==> config.mk <==
export PLATFORM = sky130hd
export DESIGN_NAME = instr_encoder
export DESIGN_NICKNAME = d
export VERILOG_FILES = /design/src/rtl/instr_encoder_pkg.sv /design/src/rtl/instr_pack.sv /design/src/rtl/instr_encoder.sv
export SDC_FILE = /design/constraint.sdc
export NUM_CORES = 1
export LEC_CHECK = 0
export BUFFER_PORTS_ARGS = -buffer_cell sky130_fd_sc_hd__buf_2
export CAP_MARGIN = 20
export CORE_MARGIN = 2
export CORE_UTILIZATION = 48
export CTS_CLUSTER_DIAMETER = 50
export CTS_CLUSTER_SIZE = 8
export DETAILED_ROUTE_END_ITERATION = 8
export GPL_ROUTABILITY_DRIVEN = 1
export MAX_ROUTING_LAYER = met4
export PLACE_DENSITY = 0.92
export SLEW_MARGIN = 5
export SYNTH_ARGS = -nofsm -noshare
export SYNTH_HDL_FRONTEND = slang
export SYNTH_SLANG_ARGS = --single-unit
export TNS_END_PERCENT = 5
==> constraint.sdc <==
create_clock -name clk -period 5.85 [get_ports clk]
set_clock_uncertainty 0.15 [all_clocks]
set_input_delay 0.585 -clock clk [delete_from_list [all_inputs] [get_ports clk]]
set_output_delay 0.585 -clock clk [all_outputs]
set_load 0.05 [all_outputs]
==> src/rtl/instr_encoder_pkg.sv <==
// Shared definitions for the RV32I instruction encoder: opcodes, alu_op
// names ({funct3, instr[30]}), FSM state and error code enums.
package instr_encoder_pkg;

  localparam logic [6:0] R_TYPE = 7'b0110011;
  localparam logic [6:0] I_TYPE = 7'b0010011;

  typedef enum logic [3:0] {
    ALU_ADD  = 4'b0000,
    ALU_SUB  = 4'b0001,
    ALU_SLL  = 4'b0010,
    ALU_SLT  = 4'b0100,
    ALU_SLTU = 4'b0110,
    ALU_XOR  = 4'b1000,
    ALU_SRL  = 4'b1010,
    ALU_SRA  = 4'b1011,
    ALU_OR   = 4'b1100,
    ALU_AND  = 4'b1110
  } alu_op_t;

  typedef enum logic [1:0] {
    ST_IDLE = 2'd0,
    ST_RUN  = 2'd1,
    ST_DONE = 2'd2,
    ST_ERR  = 2'd3
  } enc_state_t;

  typedef enum logic [1:0] {
    ERR_NONE     = 2'b00,
    ERR_ILLEGAL  = 2'b01,
    ERR_OVERFLOW = 2'b10,
    ERR_RANGE    = 2'b11
  } enc_err_t;

  // Shift ops carry shamt in the immediate field and keep bit30 as funct7[5]
  function automatic logic is_shift(input logic [2:0] funct3);
    return (funct3 == 3'b001) || (funct3 == 3'b101);
  endfunction

endpackage

==> src/rtl/instr_pack.sv <==
// Combinational descriptor -> RV32I word mapper.
// Optional immediate range check enabled by ENC_IMM_RANGE_CHECK_EN;
// without it immediates are silently truncated and range_err stays 0.
module instr_pack
  import instr_encoder_pkg::*;
(
  input  logic        is_imm,
  input  logic [4:0]  rd,
  input  logic [4:0]  rs1,
  input  logic [4:0]  rs2,
  input  logic [3:0]  alu_op,
  input  logic [31:0] imm,
  output logic [31:0] wdata,
  output logic        illegal,
  output logic        range_err
);

  logic [2:0] funct3;
  logic       bit30;
  logic       shift_op;
  logic       unused_imm_hi;

  assign funct3        = alu_op[3:1];
  assign bit30         = alu_op[0];
  assign shift_op      = is_shift(funct3);
  // Upper immediate bits only matter to the optional range check
  assign unused_imm_hi = ^imm[31:12];

  // Select the instruction format and flag SUBI-style encodings
  always_comb begin
    wdata   = '0;
    illegal = 1'b0;
    if (!is_imm) begin
      wdata = {1'b0, bit30, 5'b00000, rs2, rs1, funct3, rd, R_TYPE};
    end else if (shift_op) begin
      wdata = {1'b0, bit30, 5'b00000, imm[4:0], rs1, funct3, rd, I_TYPE};
    end else begin
      wdata   = {imm[11:0], rs1, funct3, rd, I_TYPE};
      illegal = bit30;
    end
  end

`ifdef ENC_IMM_RANGE_CHECK_EN
  // Immediate must fit its field: signed 12-bit, or shamt 0..31
  always_comb begin
    range_err = 1'b0;
    if (is_imm) begin
      if (shift_op) begin
        range_err = (imm > 32'd31);
      end else begin
        range_err = ($signed(imm) < -32'sd2048) || ($signed(imm) > 32'sd2047);
      end
    end
  end
`else
  assign range_err = 1'b0;
`endif

endmodule

==> src/rtl/instr_encoder.sv <==
// Streams instruction descriptors into imem as RV32I words.
// FSM IDLE/RUN/DONE/ERR, word counter and registered imem write port.
// Optional macro ENC_IMM_RANGE_CHECK_EN enables immediate range errors.
module instr_encoder
  import instr_encoder_pkg::*;
#(
  parameter logic [31:0] BASE_ADDR = 32'h0000_0000,
  parameter int          DEPTH     = 256
) (
  input  logic                       clk,
  input  logic                       rst_n,
  input  logic                       start,
  input  logic                       s_valid,
  output logic                       s_ready,
  input  logic                       s_last,
  input  logic                       s_is_imm,
  input  logic [4:0]                 s_rd,
  input  logic [4:0]                 s_rs1,
  input  logic [4:0]                 s_rs2,
  input  logic [3:0]                 s_alu_op,
  input  logic [31:0]                s_imm,
  output logic                       imem_we,
  output logic [31:0]                imem_addr,
  output logic [31:0]                imem_wdata,
  output logic [$clog2(DEPTH):0]     count,
  output logic                       busy,
  output logic                       done,
  output logic                       err,
  output logic [1:0]                 err_code
);

  localparam int            CW      = $clog2(DEPTH) + 1;
  localparam logic [CW-1:0] DEPTH_C = CW'(DEPTH);

  enc_state_t    state_q, state_d;
  logic [CW-1:0] count_q, count_d;
  logic          we_q, we_d;
  logic [31:0]   addr_q, addr_d;
  logic [31:0]   wdata_q, wdata_d;
  logic          done_q, done_d;
  logic          err_q, err_d;
  enc_err_t      err_code_q, err_code_d;

  logic [31:0]   pk_wdata;
  logic          pk_illegal;
  logic          pk_range_err;
  logic          accept;

  instr_pack u_pack (
    .is_imm    (s_is_imm),
    .rd        (s_rd),
    .rs1       (s_rs1),
    .rs2       (s_rs2),
    .alu_op    (s_alu_op),
    .imm       (s_imm),
    .wdata     (pk_wdata),
    .illegal   (pk_illegal),
    .range_err (pk_range_err)
  );

  assign s_ready = (state_q == ST_RUN) && (count_q < DEPTH_C);
  assign accept  = s_valid && s_ready;

  // Next-state, counter and write-port logic
  always_comb begin
    state_d    = state_q;
    count_d    = count_q;
    we_d       = 1'b0;
    addr_d     = addr_q;
    wdata_d    = wdata_q;
    done_d     = 1'b0;
    err_d      = err_q;
    err_code_d = err_code_q;
    case (state_q)
      ST_IDLE, ST_ERR: begin
        if (start) begin
          state_d    = ST_RUN;
          count_d    = '0;
          err_d      = 1'b0;
          err_code_d = ERR_NONE;
        end
      end
      ST_RUN: begin
        if (accept) begin
          if (pk_illegal) begin
            state_d    = ST_ERR;
            err_d      = 1'b1;
            err_code_d = ERR_ILLEGAL;
          end else if (pk_range_err) begin
            state_d    = ST_ERR;
            err_d      = 1'b1;
            err_code_d = ERR_RANGE;
          end else begin
            we_d    = 1'b1;
            addr_d  = BASE_ADDR + (32'(count_q) << 2);
            wdata_d = pk_wdata;
            count_d = count_q + CW'(1);
            if (s_last) begin
              state_d = ST_DONE;
            end
          end
        end else if (s_valid && (count_q == DEPTH_C)) begin
          // Image is full but the host keeps sending: nothing is written
          state_d    = ST_ERR;
          err_d      = 1'b1;
          err_code_d = ERR_OVERFLOW;
        end
      end
      ST_DONE: begin
        // done pulses once the final word has been presented on the port
        state_d = ST_IDLE;
        done_d  = 1'b1;
      end
      default: state_d = ST_IDLE;
    endcase
  end

  // State and output registers; reset kills any pending write at once
  always_ff @(posedge clk or negedge rst_n) begin
    if (!rst_n) begin
      state_q    <= ST_IDLE;
      count_q    <= '0;
      we_q       <= 1'b0;
      addr_q     <= '0;
      wdata_q    <= '0;
      done_q     <= 1'b0;
      err_q      <= 1'b0;
      err_code_q <= ERR_NONE;
    end else begin
      state_q    <= state_d;
      count_q    <= count_d;
      we_q       <= we_d;
      addr_q     <= addr_d;
      wdata_q    <= wdata_d;
      done_q     <= done_d;
      err_q      <= err_d;
      err_code_q <= err_code_d;
    end
  end

  assign imem_we    = we_q;
  assign imem_addr  = addr_q;
  assign imem_wdata = wdata_q;
  assign count      = count_q;
  assign busy       = (state_q == ST_RUN);
  assign done       = done_q;
  assign err        = err_q;
  assign err_code   = err_code_q;

endmodule

==> impl_metrics.tcl, run 1 <==
set metrics [dict create \
    fill_cells 448 \
    yosysSeqAreaShare_pct 51.6 \
    rr_endpoint "state_q[0]$_DFFE_PN0P_" \
    overflow 0 \
    portBuffers 90 \
    cp.depth 7 \
    switching_share_pct 53.1 \
    final_cell_mix "buf_2, nand2_1, dfrtp_1" \
    grt_usage_pct 20.0 \
    criticalPathCategory "flip-flop to flip-flop" \
    final_common_cell "buf_2" \
    synth_top_family_by_area "simple AND/OR/NAND/NOR gates" \
    synth_top_area_cell "dfrtp_1" \
    critPathCaptureType "flip-flop" \
    drtAntennaViolNets 0 \
    drive_gt1_share_pct 29.1 \
    io_pins 137 \
    num_rows 26 \
    yosysTopAreaCellShare_pct 51.6 \
    p_sw_uw 889 \
    synth_edf_count 0 \
    crit_family "compound AO/OA/AOI/OAI gates" \
    r2r_setup_slack_ps 2470 \
    startpoint "state_q[1]$_DFFE_PN0P_" \
    cp_cell_sequence "inv_1 > ha_1 > nand3b_1 > a31o_2 > clkinv_1 > a21oi_1 > mux2_2" \
    fp.dieArea_sq_mm 0.00585 \
    synthFlopType "dfrtp_1" \
    slowest_delay_ps 890 \
    clock_path_buffers 2 \
    die_w_microns 76.5 \
    clkTransAtPathRegs_ps 90 \
    final_util_pct 59.3 \
    tns_ps 0 \
    drc_errors 0 \
    synthMuxAreaShare_pct 4.07 \
    power_mw 1.67 \
    wl_per_cell_microns 13.0 \
    clock-sinks 52 \
    num_vias 2030 \
    clkPwrFrac_pct 12.7 \
    grt_pass1_vias 1972 \
    pwr-share-seq_pct 32.4 \
    multi_input_area_sq_mm 0.00101 \
    critical_path_buf_inv_count 2 \
    outcome "completed" \
    synthXorXnorAreaFrac_pct 0 \
    worst_pin_slew_ps 878 \
    areaGrowthSynthToFinish_pct 19.2 \
    max-slew-margin-rel_pct 41.5 \
    cp.arrival_ps 3460 \
    firstDrtPassIters 4 \
    root_buffer "clkbuf_8" \
    wl_microns 5470 \
    drv_cap 0 \
    period_share_pct 57.7 \
    synth_cells 269 \
    crit_path_max_fanout 47 \
    synthTopCellsByArea "dfrtp_1, nand2_1, buf_4, mux2i_1, o21ai_0" \
    nets 413 \
    p_comb_share_pct 55.0 \
    crit_path_start_kind "flip-flop" \
    antenna_found_initial 0 \
    cts_buffers 5 \
    dpl.hpwl_microns 4050 \
    cts_tree "yes" \
    viasPerCell 4.82 \
    hold_buffers 0 \
    grt_pass1_wl_microns 9210 \
    crit_required_ps 5930 \
    yosysUniqueCellTypes 42 \
    hold_viol 0 \
    p_per_area_mw_per_mm2 556 \
    synthArstFlopShare_pct 100 \
    synth_adder_area_share_pct 2.48 \
    reg2reg_depth 7 \
    synth-warning-count 0 \
    avgSynthCellArea_sq_um 9.38 \
    cpMaxStageDelayCell "clkinv_1" \
    place_congestion 0.838 \
    p_leak_nw 1.69 \
    grt_max_degree 53 \
    worstReg2RegStart "state_q[1]$_DFFE_PN0P_" \
    cts_resized 0 \
    clock.fmax_mhz 296 \
    clock_latency_ps 290 \
    setup_viol 0 \
    grt_setup_unrepaired "false" \
    hp-class "input pin to async pin" \
    synth_simple_gate_area_share_pct 20.8 \
    die_h_microns 76.5 \
    crit_end "state_q[0]$_DFFE_PN0P_" \
    ys_ff_latch 52 \
    htree_levels 2 \
    first_iter_violations 70 \
    synth_compound_area_share_pct 8.73 \
    start_util_pct 49.7 \
    diodes 0 \
    internal-power_uw 784 \
    post-cts-setup-buffers 0 \
    syn_area_sq_mm 0.00252 \
    core_region_area_sq_mm 0.00507 \
    maxSlewViolCount 0 \
    max-vdd-ir-drop_v 0.000303 \
    period_minus_slack_ps 3380 \
    area.sequential_sq_mm 0.00130 \
]
-- registers in the layout (all words and copies together), names as in the netlist --
name,flops
err,1
done,1
err_code,2
imem_we,1
state_q,2
count,9
imem_wdata,27
imem_addr,9
-- cell families (layout without fill, tap and decap cells) --
| logic type | after synthesis | in the layout |
|---|---|---|
| multiplexers | 10 | 10 |
| other | 1 | 26 |
| buffers and inverters | 53 | 110 |
| flip-flops | 52 | 52 |
| AO/OA/AOI/OAI | 32 | 32 |
| adder cells (fa/ha/maj) | 5 | 5 |
| AND/OR/NAND/NOR | 116 | 116 |
-- how the worst min path moves through the flow --
stage	start	cells past startpoint	slack, ps	end
after floorplan	rst_n	0	140	count[0]$_DFFE_PN0P_
after global placement	imem_wdata[25]$_DFFE_PN0P_	2	300	imem_wdata[25]$_DFFE_PN0P_
after detailed placement	imem_wdata[25]$_DFFE_PN0P_	2	300	imem_wdata[25]$_DFFE_PN0P_
after CTS	imem_wdata[25]$_DFFE_PN0P_	2	320	imem_wdata[25]$_DFFE_PN0P_
after global routing	rst_n	1	160	imem_wdata[4]$_DFFE_PN0P_
final	rst_n	1	120	imem_wdata[24]$_DFFE_PN0P_
-- power groups by stage --
stage | logic, mW | clock network [mW] | registers, mW
2_1_floorplan | 0.350 | 0 | 0.928
3_3_place_gp | 0.904 | 0 | 0.541
3_5_place_dp | 0.923 | 0 | 0.549
4_1_cts | 0.926 | 0.221 | 0.541
5_1_grt | 0.991 | 0.232 | 0.560
6_report | 0.920 | 0.212 | 0.542
-- area by class of cell --
| type | count | area share [%] |
|---|---|---|
| flip-flops and latches | 52 | 43.2 |
| multi-input cells | 189 | 33.5 |
| repair buffers | 91 | 15.6 |
| clock buffers | 7 | 3.20 |
| well taps | 70 | 2.91 |
| inverters | 12 | 1.50 |
-- metrics by stage --
stage	hold slack, ps	instance area [sq um]	setup WS (ps)	std cells
3_3_place_gp	296	2890	2520	413
2_1_floorplan	139	2620	3210	294
4_1_cts	321	2990	2400	420
5_1_grt	164	3010	2010	421
6_report	120	3010	2470	421
3_5_place_dp	302	2890	2410	413
-- worst register-to-register path, cell delays in order (launching register included) --
cell      delay (ps)
dfrtp_1          380
inv_1             70
ha_1             310
nand3b_1         260
a31o_2           720
clkinv_1         890
a21oi_1          350
mux2_2           190
-- synth_stat cells, types with 2 or more instances --
cell type,number
nand4_1,2
buf_2,3
clkbuf_1,9
nand3_1,9
nand2b_1,4
a21boi_1,2
buf_4,28
nor3_1,2
o31ai_1,5
o311ai_0,3
or4_1,2
ha_1,5
or4b_1,2
mux2i_1,8
nand2_1,79
dfrtp_1,52
inv_1,11
and2_1,3
o21ai_0,13
nor2_1,4
and3_1,2
-- routing by layer --
layer  vias up  GRT usage (%)  part of all wire [%]
met5         -              -                     0
met4         0           4.91                  0.69
met3         4           4.27                   5.8
met2        76           33.2                    49
met1       955           25.2                    44
li1        995              -                     -
No activity file was read; power rests on OpenSTA's default activity.
==> inputs of run 2 (changes only) <==
--- a/config.mk
+++ b/config.mk
@@ -5,16 +5,17 @@
 export SDC_FILE = /design/constraint.sdc
 export NUM_CORES = 1
 export LEC_CHECK = 0
+export ABC_AREA = 1
 export BUFFER_PORTS_ARGS = -buffer_cell sky130_fd_sc_hd__buf_2
 export CAP_MARGIN = 20
 export CORE_MARGIN = 2
-export CORE_UTILIZATION = 48
+export CORE_UTILIZATION = 41
 export CTS_CLUSTER_DIAMETER = 50
 export CTS_CLUSTER_SIZE = 8
 export DETAILED_ROUTE_END_ITERATION = 8
 export GPL_ROUTABILITY_DRIVEN = 1
 export MAX_ROUTING_LAYER = met4
-export PLACE_DENSITY = 0.92
+export PLACE_DENSITY = 0.84
 export SLEW_MARGIN = 5
 export SYNTH_ARGS = -nofsm -noshare
 export SYNTH_HDL_FRONTEND = slang
==> constraint.sdc (replaced) <==
create_clock -name clk -period 2.9 [get_ports clk]
set_clock_uncertainty 0.15 [all_clocks]
set_input_delay 0.29 -clock clk [delete_from_list [all_inputs] [get_ports clk]]
set_output_delay 0.29 -clock clk [all_outputs]
set_load 0.05 [all_outputs]
==> run 2 against run 1 <==
Routed wire length decreased by 1.5%. Non-clock buffer count grew 3. Register-to-register slack got worse by 1700 ps. Clock-buffer cell count fell by 2. First-iteration DRC count up 13%. Critical path depth increased by 2. Flip-flop and latch count is the same. Fmax increased by 57%. Total power up 100%. Sequential power grew 100%. Critical path type unchanged.
==> impl_metrics.tcl, run 2 <==
set metrics [dict create \
    wl_per_cell_microns 11.1 \
    worstReg2RegStart "state_q[1]$_DFFE_PN0P_" \
    syn_area_sq_mm 0.00260 \
    drive_gt1_share_pct 27.1 \
    synthArstFlopShare_pct 100 \
    hold_viol 0 \
    root_buffer "clkbuf_8" \
    synth_edf_count 0 \
    routed-wl-met2_microns 2620 \
    worst_pin_slew_ps 518 \
    grt_pass1_wl_microns 9110 \
    start_util_pct 41.6 \
    synth_top_area_cell "dfrtp_1" \
    diodes 0 \
    place_congestion 0.828 \
    final_common_cell "nand2_1" \
    clock-sinks 52 \
    p_sw_mw 1.83 \
    clkPwrFrac_pct 11.3 \
    maxSlewViolCount 0 \
    final_util_pct 49.6 \
    period_share_pct 74.3 \
    reg2reg_depth 9 \
    largest_reg_flops 27 \
    max-slew-margin-rel_pct 65.4 \
    yosysSeqAreaShare_pct 50.1 \
    critPathCaptureType "flip-flop" \
    period_minus_slack_ps 2150 \
    synthFlopType "dfrtp_1" \
    wl_microns 5390 \
    drv_cap 0 \
    grt_setup_unrepaired "false" \
    cp.arrival_ps 2190 \
    p_leak_nw 1.80 \
    p_comb_share_pct 56.2 \
    first_iter_violations 79 \
    die_w_microns 83.6 \
    wl_met1_microns 2430 \
    rr_endpoint "err$_DFFE_PN0P_" \
    drc_errors 0 \
    topRoutingLayerUsed "met4" \
    grt_pass1_vias 2026 \
    grt_max_degree 35 \
    setup_viol 0 \
    overflow 0 \
    core_region_area_sq_mm 0.00624 \
    crit_path_max_fanout 34 \
    pwr-share-seq_pct 32.4 \
    io_pins 137 \
    cts_resized 0 \
    dpl.hpwl_microns 4060 \
    criticalPathCategory "flip-flop to flip-flop" \
    firstDrtPassIters 4 \
    hp-class "input pin to flip-flop" \
    cts_tree "yes" \
    fp.dieArea_sq_mm 0.00699 \
    synth_cells 322 \
    clock.fmax_mhz 464 \
    internal-power_mw 1.53 \
    dpl_worst_slack_ps 730 \
    synth_most_common_cell "nand2_1" \
    htree_levels 2 \
    final_cell_mix "nand2_1, buf_2, dfrtp_1" \
    p_per_area_mw_per_mm2 1080 \
    nets 472 \
    clock_latency_ps 290 \
    hold_buffers 1 \
    num_rows 29 \
    cts_buffers 5 \
    startpoint "state_q[1]$_DFFE_PN0P_" \
    crit_required_ps 2930 \
    viasPerCell 4.51 \
    post-cts-setup-buffers 0 \
    outcome "completed" \
    crit_end "err$_DFFE_PN0P_" \
    yosysTopAreaCellShare_pct 50.1 \
    synthTopCellsByArea "dfrtp_1, nand2_1, buf_4, o21ai_0, inv_1" \
    ys_ff_latch 52 \
    switching_share_pct 54.4 \
    synthTopCellsByCount "nand2_1, dfrtp_1, inv_1" \
    antenna_found_initial 0 \
    clock_path_buffers 2 \
    portBuffers 90 \
    fin_ws_ps 745 \
    drtAntennaViolNets 0 \
    wl_met3_microns 328 \
    crit_path_start_kind "flip-flop" \
    num_vias 2195 \
    areaGrowthSynthToFinish_pct 19.1 \
    r2r_setup_slack_ps 750 \
    tns_ps 0 \
    yosysUniqueCellTypes 22 \
    avgSynthCellArea_sq_um 8.07 \
    die_h_microns 83.6 \
    max-vdd-ir-drop_v 0.000532 \
    grt_usage_pct 16.1 \
    fill_cells 599 \
    clkTransAtPathRegs_ps 90 \
    synth-warning-count 0 \
]
[run 2: cell count changes after synthesis, sizes merged, moves of 6 or more]
cell,change
nand3,+6
inv,+21
mux2i,-8
nand2,+42
o21ai,+22
nor2,+6
[run 2: stage by stage]
step           std cells  hold WS (ps)  power, mW  cell area, sq um
6_report             487          34.3       3.36              3090
5_1_grt              487          31.7       3.59              3090
4_1_cts              487          21.7       3.40              3090
3_5_place_dp         479           127       3.00              3000
3_3_place_gp         479           123       2.96              3000
2_1_floorplan        347          -156       2.62              2690
[run 2: layer usage]
metal | track usage [%] | vias to the layer above
met1 | 21.2 | 1006
met2 | 25.7 | 69
li1 | - | 1118
met5 | - | -
met4 | 4.40 | 0
met3 | 3.07 | 2
[run 2: area by class of cell]
| cell class | count | area (sq um) | area share, % |
|---|---|---|---|
| repair buffers | 94 | 483 | 15.6 |
| clock inverters | 2 | 12.5 | 0.404 |
| inverters | 32 | 120 | 3.88 |
| flip-flops and latches | 52 | 1300 | 42.1 |
| well taps | 77 | 96.3 | 3.11 |
| multi-input cells | 225 | 1010 | 32.7 |
| clock buffers | 5 | 68.8 | 2.22 |
[run 2: how the worst min path moves through the flow]
stage / start / to / slack, ps / cells past startpoint
after CTS: s_rd[4] / imem_wdata[11]$_DFFE_PN0P_ / 20 / 3
after detailed placement: rst_n / imem_wdata[11]$_DFFE_PN0P_ / 130 / 1
final: s_rs1[4] / imem_wdata[19]$_DFFE_PN0P_ / 30 / 3
after global routing: s_rd[2] / imem_wdata[9]$_DFFE_PN0P_ / 30 / 3
after floorplan: rst_n / count[0]$_DFFE_PN0P_ / -160 / 0
after global placement: rst_n / imem_wdata[16]$_DFFE_PN0P_ / 120 / 1
[run 2: cells by family after synthesis]
family	count (synthesis)	synth area share, %
flops	52	50.1
simple gates	155	24.7
compound gates	38	7.75
buf+inv	70	14.6
xor+xnor	1	0.337
other cells	1	0.144
fa+ha+maj	5	2.41
[run 2: worst max-delay path, stage by stage, from the launching register on]
cell and delay (ps):
dfrtp_1 390, inv_1 60, ha_1 210, nand2_2 110
nor2_4 50, nand2_2 390, buf_4 380, nand3_1 170
nand2_1 90, nand2_1 50
[run 2: power by group through the flow]
stage	Clock (mW)	Combinational [mW]	Sequential (mW)
finish	0.381	1.89	1.09
floorplan	0	0.757	1.87
global route	0.432	2.03	1.12
detailed placement	0	1.90	1.10
global placement	0	1.87	1.09
CTS	0.403	1.91	1.09
